**config.mk**
```make
export PLATFORM = sky130hd
export DESIGN_NAME = conv_result_collector
export DESIGN_NICKNAME = d
export VERILOG_FILES = /design/src/rtl/conv_result_collector.sv
export SDC_FILE = /design/constraint.sdc
export NUM_CORES = 1
export LEC_CHECK = 0
export CORE_MARGIN = 2
export CORE_UTILIZATION = 55
export DETAILED_ROUTE_END_ITERATION = 16
export PLACE_DENSITY = 0.74
export SYNTH_ARGS = -nofsm -noshare
export SYNTH_HDL_FRONTEND = slang
export SYNTH_SLANG_ARGS = --single-unit
```
**constraint.sdc**
```tcl
create_clock -name clk -period 4.4 [get_ports clk]
set_input_delay 0.88 -clock clk [delete_from_list [all_inputs] [get_ports clk]]
set_output_delay 0.88 -clock clk [all_outputs]
set_load 0.05 [all_outputs]
```
**src/rtl/conv_result_collector.sv**
```systemverilog
// conv_result_collector
// Tags the convolution core's result stream with line/frame markers, buffers
// it in a show-ahead FIFO and hands it downstream over a ready/valid port.
//
// Handshake: downstream sees a result when m_valid=1; it is consumed on a
// rising edge where m_valid && m_ready. m_data/flags hold while m_valid &&
// !m_ready. The upstream side (valid_in) has no backpressure: results that
// cannot be stored are dropped and reported through the sticky overflow flag.
module conv_result_collector #(
   parameter int PIXEL_WIDTH        = 8,
   parameter int KERNEL_ROW_SIZE    = 3,
   parameter int KERNEL_COLUMN_SIZE = 3,
   parameter int BUFFER_LENGTH      = 2000,
   parameter int FIFO_DEPTH         = 16,
   localparam int CW                = $clog2(BUFFER_LENGTH)
) (
   input  logic                   clk,
   input  logic                   rst_n,
   input  logic                   start,
   input  logic [CW-1:0]          frame_column_size,
   input  logic [CW-1:0]          frame_row_size,
   input  logic [PIXEL_WIDTH-1:0] conv_res,
   input  logic                   valid_in,
   output logic [PIXEL_WIDTH-1:0] m_data,
   output logic                   m_sol,
   output logic                   m_eol,
   output logic                   m_eof,
   output logic                   m_valid,
   input  logic                   m_ready,
   output logic                   busy,
   output logic                   frame_done,
   output logic                   cfg_err,
   output logic                   overflow,
   output logic [1:0]             dbg_state
);

   localparam int AW = $clog2(FIFO_DEPTH);
   localparam int EW = PIXEL_WIDTH + 3;
   localparam logic [CW-1:0] KC = CW'(KERNEL_COLUMN_SIZE);
   localparam logic [CW-1:0] KR = CW'(KERNEL_ROW_SIZE);

   typedef enum logic [1:0] {
      S_IDLE    = 2'd0,
      S_COLLECT = 2'd1,
      S_DRAIN   = 2'd2
   } state_t;

   state_t          r_state, w_state_next;
   logic [CW-1:0]   r_last_col, r_last_row;   // OC-1 and OR-1
   logic [CW-1:0]   r_col, r_row;
   logic [AW:0]     r_wp, r_rp, w_count;
   logic [EW-1:0]   r_mem [FIFO_DEPTH];
   logic [EW-1:0]   w_head;
   logic            r_frame_done, r_cfg_err, r_overflow;
   logic            w_empty, w_full, w_push, w_pop;
   logic            w_sol, w_eol, w_eof, w_in_collect;
   logic            w_start_ok, w_start_bad, w_drain_done;

   assign w_count      = r_wp - r_rp;
   assign w_empty      = (r_wp == r_rp);
   assign w_full       = (w_count == (AW+1)'(FIFO_DEPTH));
   assign w_pop        = !w_empty && m_ready;
   assign w_in_collect = (r_state == S_COLLECT);
   // A full FIFO still accepts a push when the head leaves in the same cycle.
   assign w_push       = valid_in && w_in_collect && (!w_full || w_pop);

   assign w_sol = (r_col == '0);
   assign w_eol = (r_col == r_last_col);
   assign w_eof = w_eol && (r_row == r_last_row);

   assign w_start_ok  = (r_state == S_IDLE) && start &&
                        (frame_column_size >= KC) && (frame_row_size >= KR);
   assign w_start_bad = (r_state == S_IDLE) && start && !w_start_ok;
   // Nothing is pushed while draining, so the FIFO is empty after this edge
   // when it holds nothing, or only the entry being popped now.
   assign w_drain_done = (w_count == {{AW{1'b0}}, w_pop});

   // Next-state logic for the frame sequencer.
   always_comb begin
      w_state_next = r_state;
      case (r_state)
         S_IDLE:    if (w_start_ok) w_state_next = S_COLLECT;
         S_COLLECT: if (valid_in && w_eof) w_state_next = S_DRAIN;
         S_DRAIN:   if (w_drain_done) w_state_next = S_IDLE;
         default:   w_state_next = S_IDLE;
      endcase
   end

   // State register and the one-cycle status pulses.
   always_ff @(posedge clk or negedge rst_n) begin
      if (!rst_n) begin
         r_state      <= S_IDLE;
         r_frame_done <= 1'b0;
         r_cfg_err    <= 1'b0;
      end else begin
         r_state      <= w_state_next;
         r_frame_done <= (r_state == S_DRAIN) && w_drain_done;
         r_cfg_err    <= w_start_bad;
      end
   end

   // Geometry latch and raster position counters; counters advance on every
   // result in COLLECT, stored or dropped, so tagging stays aligned.
   always_ff @(posedge clk or negedge rst_n) begin
      if (!rst_n) begin
         r_last_col <= '0;
         r_last_row <= '0;
         r_col      <= '0;
         r_row      <= '0;
      end else if (w_start_ok) begin
         r_last_col <= frame_column_size - KC;
         r_last_row <= frame_row_size - KR;
         r_col      <= '0;
         r_row      <= '0;
      end else if (w_in_collect && valid_in) begin
         if (w_eol) begin
            r_col <= '0;
            r_row <= r_row + CW'(1);
         end else begin
            r_col <= r_col + CW'(1);
         end
      end
   end

   // Sticky loss flag: set by dropped or stray results, cleared by a new frame.
   always_ff @(posedge clk or negedge rst_n) begin
      if (!rst_n) begin
         r_overflow <= 1'b0;
      end else if (w_start_ok) begin
         r_overflow <= 1'b0;
      end else if (valid_in && !w_push) begin
         r_overflow <= 1'b1;
      end
   end

   // FIFO pointers; the extra MSB separates full from empty.
   always_ff @(posedge clk or negedge rst_n) begin
      if (!rst_n) begin
         r_wp <= '0;
         r_rp <= '0;
      end else begin
         if (w_push) r_wp <= r_wp + (AW+1)'(1);
         if (w_pop)  r_rp <= r_rp + (AW+1)'(1);
      end
   end

   // FIFO storage; contents are don't-care until written, outputs are gated.
   always_ff @(posedge clk) begin
      if (w_push) r_mem[r_wp[AW-1:0]] <= {w_eof, w_eol, w_sol, conv_res};
   end

   assign w_head     = w_empty ? '0 : r_mem[r_rp[AW-1:0]];
   assign m_data     = w_head[PIXEL_WIDTH-1:0];
   assign m_sol      = w_head[PIXEL_WIDTH];
   assign m_eol      = w_head[PIXEL_WIDTH+1];
   assign m_eof      = w_head[PIXEL_WIDTH+2];
   assign m_valid    = !w_empty;
   assign busy       = (r_state != S_IDLE);
   assign frame_done = r_frame_done;
   assign cfg_err    = r_cfg_err;
   assign overflow   = r_overflow;
   assign dbg_state  = r_state;

endmodule

```
==> results of run 1 <==
==> logic make-up (layout without fill, tap and decap cells) <==
| group | after synthesis | in the layout | synth area share [%] |
|---|---|---|---|
| multiplexers | 58 | 58 | 12.3 |
| AO/OA/AOI/OAI | 69 | 69 | 4.17 |
| AND/OR/NAND/NOR | 178 | 178 | 9.73 |
| adder cells (fa/ha/maj) | 15 | 15 | 1.89 |
| XOR/XNOR | 52 | 52 | 4.58 |
| flip-flops | 235 | 235 | 65.3 |
| buffers and inverters | 45 | 141 | 2.04 |
==> worst reg2reg max path, cell delays in order, from the launching register on <==
cell and delay, ns:
dfrtp_2 0.57, ha_1 0.29, fa_1 0.44, nor2b_1 0.19, o2111ai_1 0.15, nor3b_1 0.52, a31oi_1 0.16, buf_4 0.22
and4b_1 0.35, buf_4 0.25
==> worst max-delay path by stage <==
stage          startpoint          end  slack [ns]  cells past startpoint
2_1_floorplan     r_rp[1]  r_mem[0][0]        0.50                      9
3_5_place_dp      r_rp[0]        m_eol        0.72                      5
3_3_place_gp      r_rp[0]    m_data[2]        0.76                      5
5_1_grt           r_rp[0]        m_eol        0.09                      5
6_report          r_rp[0]        m_eol        0.22                      5
4_1_cts           r_rp[0]        m_eol        0.18                      5
==> registers in the layout, summed over array words and instances, names as in the netlist <==
name / cells
cfg_err: 1
dbg_state: 2
frame_done: 1
overflow: 1
r_col: 11
r_last_col: 11
r_last_row: 11
r_mem: 176
r_row: 11
r_rp: 5
r_wp: 5
==> cell type report <==
cell class / count / area share [%]
Timing Repair Buffer: 82 / 6.46
Inverter: 14 / 0.436
Sequential cell: 235 / 56.1
Clock buffer: 30 / 5.43
Clock inverter: 15 / 0.882
Tap cell: 234 / 2.43
Multi-Input combinational cell: 372 / 28.2
==> cell usage in the layout (no fill, tap or decap), drive strengths merged, types with 7 or more instances in the layout <==
cell type | netlist | final
nor3 | 10 | 10
nor2b | 14 | 14
nor2 | 17 | 17
xnor2 | 41 | 41
buf | 15 | 31
xor2 | 11 | 11
or4 | 9 | 9
clkinv | 0 | 10
nor4 | 7 | 7
and4b | 9 | 9
ha | 14 | 14
clkbuf | 16 | 30
a31oi | 10 | 10
nand2 | 49 | 49
a21oi | 16 | 16
nand3 | 19 | 19
o21ai | 23 | 23
mux4 | 55 | 55
nand4 | 13 | 13
dfrtp | 59 | 59
inv | 14 | 16
clkdlybuf4s50 | 0 | 51
edfxtp | 176 | 176
==> synthesized netlist by cell type (11+ instances only) <==
master,count,area [sq um]
a21oi_1,16,80.1
inv_1,14,52.6
nand4_1,11,68.8
nand2_1,49,184
ha_1,14,175
mux4_2,55,1240
xnor2_1,40,350
clkbuf_1,16,60.1
nor2_1,17,63.8
o21ai_0,23,115
nand3_1,19,95.1
dfrtp_1,59,1480
xor2_1,11,96.3
nor2b_1,14,87.6
edfxtp_1,176,5290
==> power by group through the flow <==
stage	clock, mW	combinational (mW)	sequential (mW)
after global routing	2.06	3.10	3.11
after CTS	1.98	2.91	3.06
after global placement	0	2.79	3.08
after detailed placement	0	2.89	3.10
final	1.94	2.87	3.06
after floorplan	0	2.15	2.95
==> routing by layer <==
layer / global-route usage, % / part of all wire (%)
met5: 0 / 0
met2: 38.4 / 51
met4: 4.95 / 1.7
met3: 3.74 / 6.0
met1: 30.3 / 41
==> reports/qor.yml, run 1 <==
layout:
  multi_input_area_sq_um: 3400
  antenna_cells: 0
  stdcell_area_sq_um: 12100
  fin_util_pct: 64.9
  n_fill_cell: 1284
  fin_nets: 780
  area_delta_synth_final_pct: 16.4
  drive_above_1_share_pct: 18.3
  seq_area_sq_um: 6760
  fin_cells: 982
cts:
  h-tree-depth: 1
  numCtsBuffers: 25
  cts.clk_slew.worst_paths_ns: 0.06
  postCtsSetupRepairBufs: 0
  cts_num_sinks: 235
  cts_max_path_buffers: 3
  clk_latency_ns: 0.52
  clock-root-buffer: "clkbuf_16"
  cts_resized: 0
  tritoncts: "built"
  ctsHoldBuffers: 0
route:
  wl_per_cell_um: 21.7
  dr_total_vias: 6045
  firstDrtPassIters: 5
  drt_iter0_markers: 360
  drc_errors: 0
  via_per_inst: 6.16
  routed_wl_um: 21300
  drt.antenna.violating_nets: 0
timing:
  worstMarginPinSlew_ns: 0.821
  slew_violations: 0
  hold_slack_ns: 0.421
  setup_violations: 0
  finalHoldViolations: 0
  setup_slack_ns: 0.220
  slew_headroom_pct: 45.3
  period_share_pct: 95.0
  finalSetupTns_ns: 0
  fmax_ghz: 0.239
  rsz0062_at_grt: "false"
  period_minus_slack_ns: 4.18
  clock_skew_ns: 0.0263
floorplanning:
  start_util_pct: 55.7
  num_rows: 50
  die_w_um: 141
  core_area_sq_um: 18600
  die-area_sq_um: 19900
  num_io_pins: 53
  die_y_um: 141
power_and_ir_drop:
  switching_share_pct: 34.4
  leakage_nw: 4.27
  power_density_nw_per_um2: 653
  combPwrFrac_pct: 36.5
  power_frac_seq_pct: 38.8
  total_power_mw: 7.88
  switchingPower_mw: 2.71
  vdd_ir_drop_max_mv: 0.327
  power_frac_clock_pct: 24.7
  p_int_mw: 5.17
outcome:
  status: "finished clean"
setup_path:
  path_common_cell: "mux4_2"
  critPathMaxFanout: 20
  worstPathCellList: "buf_12, mux4_2, mux4_2, nor2b_1, clkdlybuf4s50_1"
  critical-path-top-delay-family: "multiplexers"
  reg2reg_from: "r_rp[0]"
  cp.required_ns: 3.52
  cp_slowest_cell: "clkdlybuf4s50_1"
  regToRegSetupSlack_ns: 1.02
  r2r_end: "r_mem[10][8]"
  worst_ep_arrival_time_ns: 3.30
  cp-start-kind: "flip-flop"
  reg2reg_depth: 9
  crit_type: "flip-flop to output port"
  cp_num_buf_inv: 2
  max_stage_delay_ns: 0.71
  cp-end-kind: "output port"
yosys:
  ys_warn_count: 0
  syn_nets: 702
  synthCells: 652
  ys_seq_elements: 235
  synth_edf_count: 176
  synth_cell_types: 51
  synth_area_sq_um: 10400
  avgSynthCellArea_sq_um: 15.9
  dominantRegCellSynth: "edfxtp_1"
  ys_seq_area_share_pct: 65.3
  async_reset_ff_share_pct: 25.1
global_route:
  gr-total-overflow: 0
  antenna_found_initial: 0
  grt_max_degree: 44
  grt_pass1_vias: 6082
  grt_pass1_wl_um: 33900
  grt_util_all_layers_pct: 22.3
place:
  placedInstanceArea_sq_um: 11300
  dp_hpwl_um: 13800
  numPortBuffers: 52
  gp_congestion: 0.854
  placed_cells: 937
  place_ws_ns: 0.723
job:
  cap_violations: 0
min_path:
  hold_class: "input port to asynchronous set/reset pin"
Power figures use the tool's default switching activity.
==> run 2: changes to the inputs <==
Settings changed: CTS_CLUSTER_DIAMETER set to 30, CTS_CLUSTER_SIZE set to 24.
==> run 2 against run 1 <==
Effect of this change: clock skew shrank 0.0083 ns; non-clock buffer count unchanged; register-to-register slack hardly changed; wire length is 8.4% higher; sequential cell count is the same; sequential share of layout area decreased by 3.5 points; clock power is 77% higher; final area rose by 6.6%; critical path depth is the same; combinational power up 1%; largest cell class unchanged.
==> reports/qor.yml, run 2 (same netlist as run 1, synthesis figures left out) <==
outcome:
  status: "finished clean"  # unchanged
timing:
  fmax_ghz: 0.238  # was 0.239 GHz
  period_share_pct: 95.6  # was 95.0%
  hold_slack_ns: 0.415  # was 0.421 ns
  slew_headroom_pct: 46.0  # was 45.3%
  period_minus_slack_ns: 4.21  # was 4.18 ns
  slew_violations: 0  # unchanged
  finalSetupTns_ns: 0  # unchanged
  worstMarginPinSlew_ns: 0.810  # was 0.821 ns
  clock_skew_ns: 0.0180  # was 0.0263 ns
  rsz0062_at_grt: "false"  # unchanged
  finalHoldViolations: 0  # unchanged
  setup_violations: 0  # unchanged
power_and_ir_drop:
  switching_share_pct: 33.3  # was 34.4%
  power_frac_clock_pct: 36.4  # was 24.7%
  switchingPower_mw: 3.13  # was 2.71 mW
  p_int_mw: 6.28  # was 5.17 mW
  power_frac_seq_pct: 32.7  # was 38.8%
  leakage_nw: 4.63  # was 4.27 nW
  power_density_nw_per_um2: 732  # was 653 nW/um^2
  total_power_mw: 9.41  # was 7.88 mW
  vdd_ir_drop_max_mv: 0.333  # was 0.327 mV
  combPwrFrac_pct: 30.9  # was 36.5%
global_route:
  gr-total-overflow: 0  # unchanged
  grt_max_degree: 44  # unchanged
  grt_pass1_wl_um: 36400  # was 33900 um
  grt_pass1_vias: 6437  # was 6082
  antenna_found_initial: 0  # unchanged
  grt_util_all_layers_pct: 24.2  # was 22.3%
route:
  firstDrtPassIters: 5  # unchanged
  wl_per_cell_um: 22.6  # was 21.7 um
  via_per_inst: 6.08  # was 6.16
  drt.antenna.violating_nets: 0  # unchanged
  drt_iter0_markers: 390  # was 360
  drc_errors: 0  # unchanged
  routed_wl_um: 23100  # was 21300 um
  dr_total_vias: 6217  # was 6045
floorplanning:
  num_io_pins: 53  # unchanged
  die_y_um: 141  # unchanged
  die-area_sq_um: 19900  # unchanged
  num_rows: 50  # unchanged
  start_util_pct: 55.7  # unchanged
  die_w_um: 141  # unchanged
  core_area_sq_um: 18600  # unchanged
layout:
  final_cell_mix: "edfxtp_1 (176), dfrtp_1 (57), mux4_2 (55)"  # unchanged
  drive_above_1_share_pct: 23.1  # was 18.3%
  fin_nets: 801  # was 780
  antenna_cells: 0  # unchanged
  area_delta_synth_final_pct: 24.1  # was 16.4%
  largest_register_ffs: 176  # unchanged
  final_common_cell: "edfxtp_1"  # unchanged
setup_path:
  critPathMaxFanout: 20  # unchanged
  worst_ep_arrival_time_ns: 3.33  # was 3.30 ns
  crit_type: "flip-flop to output port"  # unchanged
  cp-end-kind: "output port"  # unchanged
  reg2reg_depth: 9  # unchanged
  cp.required_ns: 3.52  # about the same
  cp-start-kind: "flip-flop"  # unchanged
job:
  cap_violations: 0  # unchanged
cts:
  cts_resized: 0  # unchanged
  clock-root-buffer: "clkbuf_16"  # unchanged
  numCtsBuffers: 46  # was 25
  tritoncts: "built"  # unchanged
  postCtsSetupRepairBufs: 0  # unchanged
  h-tree-depth: 2  # was 1
  cts.clk_slew.worst_paths_ns: 0.05  # was 0.06 ns
  clk_latency_ns: 0.53  # was 0.52 ns
  cts_max_path_buffers: 3  # unchanged
  cts_num_sinks: 235  # unchanged
  ctsHoldBuffers: 0  # unchanged
place:
  numPortBuffers: 52  # unchanged
  dp_hpwl_um: 13800  # unchanged
  gp_congestion: 0.854  # unchanged
min_path:
  hold_class: "input port to asynchronous set/reset pin"  # unchanged
-- run 2: layer usage --
metal	track usage, %	part of all wire, %	vias to the layer above
li1	-	-	2783
met1	31.3	39	3150
met2	41.2	52	244
met3	4.96	6.6	40
met4	8.74	2.6	0
met5	0	0	-
-- run 2: final timing paths --
| path | end | start | slack [ns] |
|---|---|---|---|
| min in group clk | r_wp[4] | r_wp[4] | 0.49 |
| worst min-delay path | r_col[0] | rst_n | 0.41 |
| max in group asynchronous | r_row[10] | rst_n | 3.14 |
| worst min register to register | r_wp[4] | r_wp[4] | 0.49 |
| worst max-delay path | m_eol | r_rp[0] | 0.19 |
| worst max register to register | r_mem[10][3] | r_rp[0] | 1.02 |
-- run 2: final cells by class --
cell class | count | area, sq um
sequential | 235 | 6760
fill | 1192 | 5730
multi-input combinational | 372 | 3400
clock buffer | 51 | 1190
timing repair buffer | 82 | 778
clock inverter | 34 | 368
tap | 234 | 293
inverter | 14 | 52.6
-- run 2: critical path: stages (launching register included) --
cell and delay (ns):
dfrtp_2 0.66, buf_12 0.26, mux4_2 0.53, mux4_2 0.48
nor2b_1 0.16, clkdlybuf4s50_1 0.71
-- run 2: power groups by stage --
| stage | clock network, mW | logic, mW | registers [mW] |
|---|---|---|---|
| 2_1_floorplan | 0 | 2.15 | 2.95 |
| 3_3_place_gp | 0 | 2.79 | 3.08 |
| 3_5_place_dp | 0 | 2.89 | 3.10 |
| 4_1_cts | 3.47 | 2.93 | 3.08 |
| 5_1_grt | 3.57 | 3.12 | 3.12 |
| 6_report | 3.43 | 2.91 | 3.07 |
-- run 2: stage by stage --
step	instance area (sq um)	instances	util [%]	setup WS [ns]
final	12800	1022	69.2	0.195
after global routing	12800	1022	69.2	0.0607
after CTS	12800	1022	69.2	0.149
after detailed placement	11300	937	60.8	0.723
after global placement	11300	937	60.8	0.755
after floorplan	10400	652	-	0.495
==> patch: new RTL, settings of run 1 <==
Put one more register stage on the output `overflow`, without a reset. The value now appears one clock later. The other outputs are not delayed to match.
--- a/src/rtl/conv_result_collector.sv
+++ b/src/rtl/conv_result_collector.sv
@@ -158,7 +158,9 @@
    assign busy       = (r_state != S_IDLE);
    assign frame_done = r_frame_done;
    assign cfg_err    = r_cfg_err;
-   assign overflow   = r_overflow;
+   always_ff @(posedge clk) begin
+      overflow <= r_overflow;
+   end
    assign dbg_state  = r_state;
 
 endmodule
Behaviour: not the same (Yosys sat finds a counterexample within 4 cycles, from zero or initial values and one cycle with rst_n low).
==> patch against run 1 <==
Non-clock buffer count decreased by 7; final area about the same; worst setup slack improved by 0.035 ns; wire length increased by 1.5%; critical endpoint is now m_data[5]; total power increased by 2.0%; clock power increased by 8%; area after synthesis increased by 0.19%; critical path type unchanged; utilization about the same; largest cell class unchanged; clock skew decreased by 0.0086 ns; sequential cell count increased by 1.
==> patch: results (changes against run 1) <==
Synth
  • Area contributors post-synth: edfxtp_1 (51%), dfrtp_1 (14%), mux4_2 (12%), xnor2_1 (3.4%), nand2_1 (1.8%) (unchanged)
  • Xor/xnor share of the synthesized area: 4.57% (was 4.58%)
  • Syn avg cell area: 15.9 µm² (about the same)
  • Sequential share of the synthesized area: 65.4% (was 65.3%)
  • Post-synthesis mux area share: 12.2% (was 12.3%)

GRT
  • Met2 GRT Util: 39.6% (was 38.4%)
  • Total track usage: 22.6% (was 22.3%)
  • Met3 usage: 2.97% (was 3.74%)
  • Largest net degree at the start of global routing: 45 (was 44)
  • Met1 Use GR: 30.4% (was 30.3%)

Layout
  • Layout cells sized above 1: 18.9% (was 18.3%)
  • NumNets Final: 773 (was 780)

Critical path
  • Worst R2R Path Depth: 10 (was 9)
  • Crit-path max FO: 23 (was 20)
  • CP Data Arrival Time: 3.26 ns (was 3.30 ns)
  • RR Endpoint: r_mem[13][9] (was r_mem[10][8])

Detailed routing
  • Metal-1 WL: 8.87 mm (was 8.75 mm)
  • Met2 wire len: 11.3 mm (was 10.9 mm)
  • Wirelength, routed: 21.7 mm (was 21.3 mm)
  • Met3 Wirelength: 1.07 mm (was 1.29 mm)

Placement
  • Placed cell area: 11200 µm² (was 11300 µm²)

Timing
  • Worst-margin pin slew: 0.831 ns (was 0.821 ns)
  • Skew final: 0.0176 ns (was 0.0263 ns)
  • Final hold slack: 0.382 ns (was 0.421 ns)

Run status
  • Status: completed (unchanged)

Power and ir drop
  • Sw frac: 33.9% (was 34.4%)
  • Leakage: 4.28 nW (was 4.27 nW)
-- patch: changes by cell type after synthesis, sizes merged --
cell and delta:
dfxtp +1
-- patch: worst max-delay path, delay by kind of cell, from the launching register on --
| family | cells | cell delay, ns |
|---|---|---|
| buffers and inverters | 3 | 1.14 |
| DFF | 1 | 0.53 |
| muxes | 2 | 0.93 |
| and+or+nand+nor | 1 | 0.14 |
-- patch: worst min path at each step --
stage	endpoint	from	depth (start not counted)
2_1_floorplan	overflow	r_overflow	0
3_3_place_gp	overflow	r_overflow	0
3_5_place_dp	overflow	r_overflow	0
4_1_cts	r_rp[3]	rst_n	1
5_1_grt	r_rp[3]	rst_n	1
6_report	r_rp[3]	rst_n	1
-- patch: layout make-up --
cell class                      count  area [µm²]
Clock buffer                       33         691
Fill cell                        1272        6530
Sequential cell                   236        6780
Inverter                           14        52.6
Clock inverter                     11         135
Tap cell                          234         293
Multi-Input combinational cell    372        3400
Timing Repair Buffer               75         703
